===== src/rtl/aes_pkg.sv =====
// Shared AES definitions for the AddRoundKey engine and its key file.
// Width defaults, round-count constants and the default-width stage payload.
package aes_pkg;

   localparam int DATA_W_DEF   = 128;
   localparam int IDX_W_DEF    = 4;
   localparam int NUM_KEYS_DEF = 15;

   localparam logic [IDX_W_DEF-1:0] AES_NR_128 = 4'd10;
   localparam logic [IDX_W_DEF-1:0] AES_NR_192 = 4'd12;
   localparam logic [IDX_W_DEF-1:0] AES_NR_256 = 4'd14;

   // Stage payload at the default widths; parametrised users declare the
   // same field layout at their own widths.
   typedef struct packed {
      logic                  valid;
      logic [DATA_W_DEF-1:0] state;
      logic [IDX_W_DEF-1:0]  round;
      logic                  err;
   } ark_stage_t;

endpackage


===== src/rtl/ark_keyfile.sv =====
// Round-key register file with per-entry valid bits and a combinational
// lookup that maps (round, Nr, direction) to a key plus an error flag.
module ark_keyfile
   import aes_pkg::*;
#(
   parameter int DATA_W   = DATA_W_DEF,
   parameter int NUM_KEYS = NUM_KEYS_DEF,
   parameter int IDX_W    = IDX_W_DEF
) (
   input  logic              clk,
   input  logic              srst,
   input  logic              key_we,
   input  logic [IDX_W-1:0]  key_idx,
   input  logic [DATA_W-1:0] key_data,
   input  logic              key_clr,
   input  logic [IDX_W-1:0]  rd_round,
   input  logic [IDX_W-1:0]  rd_nr,
   input  logic              rd_decrypt,
   output logic [DATA_W-1:0] rd_key,
   output logic              rd_err
);

   logic [DATA_W-1:0]   key_vec [NUM_KEYS];
   logic [NUM_KEYS-1:0] valid_vec;
   logic [IDX_W-1:0]    eff_idx;
   logic                hit_valid;

   genvar gi;
   generate
      for (gi = 0; gi < NUM_KEYS; gi++) begin : g_entry
         logic [DATA_W-1:0] key_reg;
         logic              valid_reg;
         logic              wr_hit;

         // Out-of-range write indices never match an entry, so they are dropped.
         assign wr_hit = key_we && (key_idx == IDX_W'(gi));

         // Key storage carries no reset; the valid bit guards stale contents.
         always_ff @(posedge clk) begin
            if (wr_hit) begin
               key_reg <= key_data;
            end
         end

         // Valid bit: reset and clear take priority over a write.
         always_ff @(posedge clk) begin
            if (srst || key_clr) begin
               valid_reg <= 1'b0;
            end else if (wr_hit) begin
               valid_reg <= 1'b1;
            end
         end

         assign key_vec[gi]   = key_reg;
         assign valid_vec[gi] = valid_reg;
      end
   endgenerate

   // Decrypt walks the schedule backwards; wraps modulo 2^IDX_W.
   assign eff_idx = rd_decrypt ? (rd_nr - rd_round) : rd_round;

   // Lookup: an index past the file finds no entry and reads as unloaded.
   always_comb begin
      rd_key    = '0;
      hit_valid = 1'b0;
      for (int i = 0; i < NUM_KEYS; i++) begin
         if (eff_idx == IDX_W'(i)) begin
            rd_key    = key_vec[i];
            hit_valid = valid_vec[i];
         end
      end
      rd_err = (rd_round > rd_nr) || !hit_valid;
   end

endmodule


===== src/rtl/add_round_key_engine.sv =====
// Pipelined AddRoundKey stage: keys the incoming state in the accept cycle,
// then carries it through LATENCY registers under a single global stall.
module add_round_key_engine
   import aes_pkg::*;
#(
   parameter int DATA_W   = DATA_W_DEF,
   parameter int NUM_KEYS = NUM_KEYS_DEF,
   parameter int IDX_W    = IDX_W_DEF,
   parameter int LATENCY  = 1
) (
   input  logic              iClk,
   input  logic              iRst,
   input  logic              iKeyWe,
   input  logic [IDX_W-1:0]  iKeyIdx,
   input  logic [DATA_W-1:0] iKeyData,
   input  logic              iKeyClr,
   input  logic [IDX_W-1:0]  iNr,
   input  logic              iValid,
   output logic              oReady,
   input  logic [DATA_W-1:0] iState,
   input  logic [IDX_W-1:0]  iRound,
   input  logic              iDecrypt,
   output logic              oValid,
   input  logic              iReady,
   output logic [DATA_W-1:0] oState,
   output logic [IDX_W-1:0]  oRound,
   output logic              oErr
);

   // Same layout as aes_pkg::ark_stage_t, sized by this instance's parameters.
   typedef struct packed {
      logic              valid;
      logic [DATA_W-1:0] state;
      logic [IDX_W-1:0]  round;
      logic              err;
   } stage_t;

   logic [DATA_W-1:0] key_sel;
   logic              key_err;
   logic              advance;
   stage_t            stage_in;
   stage_t            stage_reg [LATENCY];

   ark_keyfile #(
      .DATA_W   (DATA_W),
      .NUM_KEYS (NUM_KEYS),
      .IDX_W    (IDX_W)
   ) u_keyfile (
      .clk        (iClk),
      .srst       (iRst),
      .key_we     (iKeyWe),
      .key_idx    (iKeyIdx),
      .key_data   (iKeyData),
      .key_clr    (iKeyClr),
      .rd_round   (iRound),
      .rd_nr      (iNr),
      .rd_decrypt (iDecrypt),
      .rd_key     (key_sel),
      .rd_err     (key_err)
   );

   // The whole pipe moves together whenever the output slot can be vacated.
   assign advance = !stage_reg[LATENCY-1].valid || iReady;
   assign oReady  = advance;

   // Form the stage-0 payload; an error passes the state through unkeyed.
   always_comb begin
      stage_in       = '0;
      stage_in.valid = iValid;
      stage_in.state = key_err ? iState : (iState ^ key_sel);
      stage_in.round = iRound;
      stage_in.err   = key_err;
   end

   // Shift register of stages; everything holds while stalled.
   always_ff @(posedge iClk) begin
      if (iRst) begin
         for (int i = 0; i < LATENCY; i++) begin
            stage_reg[i] <= '0;
         end
      end else if (advance) begin
         stage_reg[0] <= stage_in;
         for (int i = 1; i < LATENCY; i++) begin
            stage_reg[i] <= stage_reg[i-1];
         end
      end
   end

   assign oValid = stage_reg[LATENCY-1].valid;
   assign oState = stage_reg[LATENCY-1].state;
   assign oRound = stage_reg[LATENCY-1].round;
   assign oErr   = stage_reg[LATENCY-1].err;

endmodule


===== config.mk =====
export PLATFORM = sky130hd
export DESIGN_NAME = add_round_key_engine
export DESIGN_NICKNAME = d
export VERILOG_FILES = /design/src/rtl/aes_pkg.sv /design/src/rtl/ark_keyfile.sv /design/src/rtl/add_round_key_engine.sv
export SDC_FILE = /design/constraint.sdc
export NUM_CORES = 2
export LEC_CHECK = 0
export ABC_AREA = 1
export BUFFER_PORTS_ARGS = -buffer_cell sky130_fd_sc_hd__buf_2
export CAP_MARGIN = 20
export CELL_PAD_IN_SITES_DETAIL_PLACEMENT = 1
export CELL_PAD_IN_SITES_GLOBAL_PLACEMENT = 2
export CORE_ASPECT_RATIO = 0.75
export CORE_MARGIN = 5
export CORE_UTILIZATION = 30
export DETAILED_ROUTE_END_ITERATION = 12
export GPL_TIMING_DRIVEN = 0
export MAX_ROUTING_LAYER = met4
export PLACE_DENSITY = 0.7
export SKIP_CTS_REPAIR_TIMING = 1
export SLEW_MARGIN = 20
export SYNTH_ARGS = -nofsm -noshare
export SYNTH_HDL_FRONTEND = slang
export SYNTH_SLANG_ARGS = --single-unit

===== constraint.sdc =====
create_clock -name iClk -period 15.65 [get_ports iClk]
set_input_delay 1.565 -clock iClk [delete_from_list [all_inputs] [get_ports iClk]]
set_output_delay 1.565 -clock iClk [all_outputs]
set_load 0.05 [all_outputs]

== Word-level counts from Yosys, hierarchy flattened ==
Memories as Yosys holds them, arrays and structs flattened.
Cells that the tools add are included.

* Register bits: 1935
* RAM bits: 134
* Memories: 1
* Logic and storage cells: 124
* Output and inout port bits: 135

* Add/sub/neg operators: 1
* Eq/ne operators: 28
* $lt $le $gt $ge: 1
* Reduce and logical (&&, ||, !) cells: 23
* Bitwise operators: 1
* Multiplexer cells: 39

{| class="wikitable"
|+ Memories
! memory !! words !! bits a word !! rd ports !! clocked after memory_dff !! write ports !! RTL line !! text
|-
| stage_reg || 1 || 134 || 1 || 0 || 1 || add_round_key_engine.sv:42 || <nowiki>stage_t stage_reg [LATENCY];</nowiki>
|}

{| class="wikitable"
|+ Operators with widths
! cell !! count
|-
| $mux W128 || 16
|-
| $mux W134 || 1
|-
| $reduce_or A134 Y1 || 1
|-
| $xor A128 B128 Y128 || 1
|-
| $eq A4 B4 Y1 const B || 14
|-
| $eq A4 B3 Y1 const B || 8
|-
| $mux W1 || 21
|-
| $eq A4 B2 Y1 const B || 4
|-
| $logic_and A1 B1 Y1 || 15
|-
| $eq A4 B1 Y1 const B || 2
|-
| $logic_not A4 Y1 || 2
|-
| $gt A4 B4 Y1 || 1
|-
| $mux W4 || 1
|-
| $sub A4 B4 Y4 || 1
|-
| $logic_or A1 B1 Y1 || 3
|-
| $logic_not A1 Y1 || 2
|}

== Depth between registers and ports, before layout ==
* Depth in word-level cells: 22
* Depth in mapped cells: 26
* Depth with buffers taken out: 23

== Cells and area by module ==
A second synthesis with hierarchy kept.

* Cell total of the unflattened synthesis: 6225
* Area total of the unflattened synthesis: 80744.9 sq um

{| class="wikitable"
|+ Modules (own cells, without submodules)
! module !! instances !! seq. area each (sq um) !! cells an instance !! area each (sq um)
|-
| ark_keyfile || 1 || 57955.6 || 5506 || 73859.6
|-
| add_round_key_engine || 1 || 4023.9 || 719 || 6885.4
|}

== Worst setup path before layout ==
No wires, ideal clock.

* Kind: input -> register
* Start point: in iKeyIdx[3]
* End point: reg u_keyfile.g_entry[10].key_reg[0], enable pin
* Slack: 7824 ps
* Data arrival time: 7208 ps
* Stages on the path: 4
* Library setup time: 618 ps
* Cell sequence: inv_1 -> nor3_1 -> inv_1 -> nor2_1

* Longest elaborated chain between the ends: 2

{| class="wikitable"
|+ RTL lines
! element !! RTL line !! text
|-
| from (decl) || add_round_key_engine.sv:14 || <nowiki>input logic [IDX_W-1:0] iKeyIdx,</nowiki>
|-
| $eq A4 B4 Y1 || ark_keyfile.sv:36 || <nowiki>assign wr_hit = key_we && (key_idx == IDX_W'(gi));</nowiki>
|-
| $logic_and A1 B1 Y1 || ark_keyfile.sv:36 ||
|-
| via u_keyfile.g_entry[10].wr_hit || ark_keyfile.sv:33 || <nowiki>logic wr_hit;</nowiki>
|-
| to (signal assigned) || ark_keyfile.sv:41 || <nowiki>key_reg <= key_data;</nowiki>
|-
| to (decl) || ark_keyfile.sv:31 || <nowiki>logic [DATA_W-1:0] key_reg;</nowiki>
|}

The timed path passes the listed nets, and every way through them passes these cells.
A chain may end at the register's enable or synchronous reset.

== Worst setup path after layout ==
* Start point: in iNr[0]
* End point: mem stage_reg[0][103] (netlist name), data pin

* Longest elaborated chain between the ends: 22
* Elaborated cells between the ends (all ways): 53

{| class="wikitable"
|+ RTL lines
! element !! RTL line !! text
|-
| from (decl) || add_round_key_engine.sv:17 || <nowiki>input logic [IDX_W-1:0] iNr,</nowiki>
|-
| $sub A4 B4 Y4 || ark_keyfile.sv:60 || <nowiki>assign eff_idx = rd_decrypt ? (rd_nr - rd_round) : rd_round;</nowiki>
|-
| $mux W4 || ark_keyfile.sv:60 ||
|-
| $logic_not A4 Y1 || ark_keyfile.sv:67 || <nowiki>if (eff_idx == IDX_W'(i)) begin</nowiki>
|-
| $mux W1 (15 in series) || ark_keyfile.sv:67 ||
|-
| $logic_not A1 Y1 || ark_keyfile.sv:72 || <nowiki>rd_err = (rd_round > rd_nr) || !hit_valid;</nowiki>
|-
| $logic_or A1 B1 Y1 || ark_keyfile.sv:72 ||
|-
| $mux W128 * || add_round_key_engine.sv:70 || <nowiki>stage_in.state = key_err ? iState : (iState ^ key_sel);</nowiki>
|-
| $mux W134 (no line) * || - ||
|-
| to (decl) || add_round_key_engine.sv:42 ||
|}

Every way passes the cells marked *; elsewhere a longest branch is shown, timed or not.

==> metrics.yaml <==
outcome:
  status: "completed"
pwr:
  fin_total_pwr_mw: 12.7
  ir_drop_mv: 0.0841
  power_density_nw_per_um2: 131
  leakagePower_nw: 34.0
global_routing:
  grt_pass1_vias: 54700
  met3_usage_pct: 4.28
  grt-busiest-layer: "met2"
  antenna_found_initial: 108
  grt_use_total_pct: 21.7
  grt_overflow_total: 0
  use_met2_pct: 33.2
  grt_pass1_wl_um: 418000
  use_met1_pct: 29.5
  grt_max_degree: 47
routing:
  firstDrtPassIters: 5
  routedWlPerCell_um: 27.9
  vias: 54100
  drt_first_iter_violations: 5552
  drc: 0
  drt_wl_total_um: 303000
  ant_nets: 0
  viasPerCell: 4.99
logic_synthesis:
  syn_area_per_cell_um2: 12.8
  syn_area_um2: 80700
  yosysWarnings: 0
  yosysSeqAreaShare_pct: 76.8
  syn_inst: 6297
  yosysUniqueCellTypes: 34
  ys_ff_latch: 2069
  synth_fp_nets: 6577
floorplanning:
  initial_core_util_pct: 30.2
  core_area_um2: 267000
  rows: 164
  die_area_um2: 280000
  die_h_um: 459
  die_w_um: 609
  num_io_pins: 410
setup_path:
  crit_fanout: 11
  ff2ff_setup_slack_ns: 11.59
  start_kind: "primary input"
  cp-end-kind: "flop"
  rr_startpoint: "u_keyfile.g_entry[1].valid_reg"
  arrival_ns: 7.27
  worstSetupPathType: "primary input to flop"
  startpoint: "iNr[0]"
  cp.required_ns: 16.24
clock_network:
  cts_root_buf: "clkbuf_16"
  clkLatencyLatePin_ns: 0.89
  cts_inserted_buffers: 222
  clkTransAtPathRegs_ns: 0.06
  clockBufferDepth: 4
  clock_sinks: 2069
  cts_tree: "yes"
  h-tree-depth: 4
hold_path:
  hold_start: "u_keyfile.g_entry[7].valid_reg"
  hold_class: "flop to flop"
placement:
  place_congestion: 0.819
  io_buffers: 409
  preCtsSetupSlack_ns: 8.10
  place_hpwl_um: 220000
sta:
  fin_crit_sh_pct: 42.7
  worst_pin_slew_ns: 1.20
  period_needed_ns: 6.69
  setup_ws_ns: 8.96
  max_freq_mhz: 150
  fin_setup_tns_ns: 0
  drv_slew: 0
  hold_viol: 0
  fin_skew_ns: 0.0445
  relSlewSlack_pct: 20.1
  setup_violations: 0
  rsz0062_at_grt: "false"
finish:
  layout_commonest_cell: "edfxtp_1"
  fin_nets: 7339
  largest_reg_flops: 1920
  layout_common_cells: "edfxtp_1, nand2_1, nor2_1, buf_2, nand4_1"
  area_delta_synth_final_pct: 20.4
  drive_above_1_share_pct: 16.5
job:
  maxCapViolations: 0
[cells by family after synthesis]
logic type	after synthesis	synth area share, %
adders and majority gates	5	0.0869
AOI/OAI and AO/OA	290	1.82
buffers and inverters	589	2.86
and+or+nand+nor	3343	18.4
xor gates and xnor gates	1	0.0109
DFF	2069	76.8
[layout make-up]
type	count	area, um2
inverter	283	1060
fill	28300	170000
buffer	306	1300
antenna	54	135
clock buffer	260	5740
clock inverter	129	1060
timing repair buffer	538	4900
multi-input combinational	3639	16500
sequential	2069	62000
tap	3569	4470
[Yosys cell counts]
cell type,number,area share [%]
edfxtp_1,2054,76
nand2_1,1700,7.9
nor2_1,555,2.6
nand4_1,454,3.5
nand3_1,304,1.9
a21oi_1,283,1.8
inv_1,271,1.3
clkbuf_1,211,0.98
or2_2,209,1.6
buf_2,57,0.35
nor3_1,53,0.33
or2_0,45,0.35
buf_1,33,0.15
dfxtp_1,15,0.37
or2_1,13,0.10
inv_2,12,0.056
buf_4,4,0.037
ha_1,4,0.062
nor2_2,3,0.023
o21ai_1,2,0.012
o21ba_2,2,0.025
a21oi_2,1,0.011
buf_6,1,0.014
fa_1,1,0.025
nand2_2,1,0.0078
nand3_2,1,0.012
nand3b_1,1,0.0093
nand4_2,1,0.016
nor2_4,1,0.014
nor3_2,1,0.012
nor3b_1,1,0.0093
o21a_1,1,0.0093
o21bai_1,1,0.0093
xor2_1,1,0.011
[power by group]
part / total (mW) / switching (mW) / internal [mW]
combinational: 1.34 / 1.03 / 0.307
sequential: 6.27 / 0.0323 / 6.23
clock: 5.10 / 2.25 / 2.85
[routing by layer]
| metal | vias up | share of wire [%] |
|---|---|---|
| met5 | - | 0 |
| met4 | 0 | 3.0 |
| met3 | 447 | 7.4 |
| met2 | 1979 | 45 |
| met1 | 27900 | 44 |
| li1 | 23900 | - |
[path summary, 6_finish.rpt]
path / to / cells past startpoint
worst max-delay path: stage_reg[0][103] / 21
worst max register to register: stage_reg[0][103] / 14
worst min register to register: u_keyfile.g_entry[7].valid_reg / 2
worst min-delay path: u_keyfile.g_entry[7].valid_reg / 2
[worst max-delay path, stage by stage]
cell,delay (ns)
buf_2,0.07
inv_1,0.07
ha_1,0.25
fa_1,0.49
nand2_1,0.05
o21a_1,0.18
nor2_1,0.25
nand4_1,0.80
nor2_1,0.37
nor2_1,0.09
nand4_1,0.13
nand2_1,0.06
nand4_1,0.09
nor2_1,0.06
nand4_2,0.20
nand2_2,0.54
inv_2,0.39
buf_6,0.19
buf_2,0.54
a21oi_1,0.17
nor2_1,0.64
[per-stage QoR]
step | utilization, % | cell area [um2] | cells | hold WS [ns]
global placement | 32.7 | 87200 | 10300 | 0.451
global route | 36.4 | 97100 | 10800 | 0.507
finish | 36.4 | 97200 | 10800 | 0.477
CTS | 36.3 | 97000 | 10800 | 0.481
detailed placement | 33.8 | 90200 | 10400 | 0.466
floorplan | - | 80700 | 6297 | 0.433
Note: power is estimated with default switching activity, not from simulation.
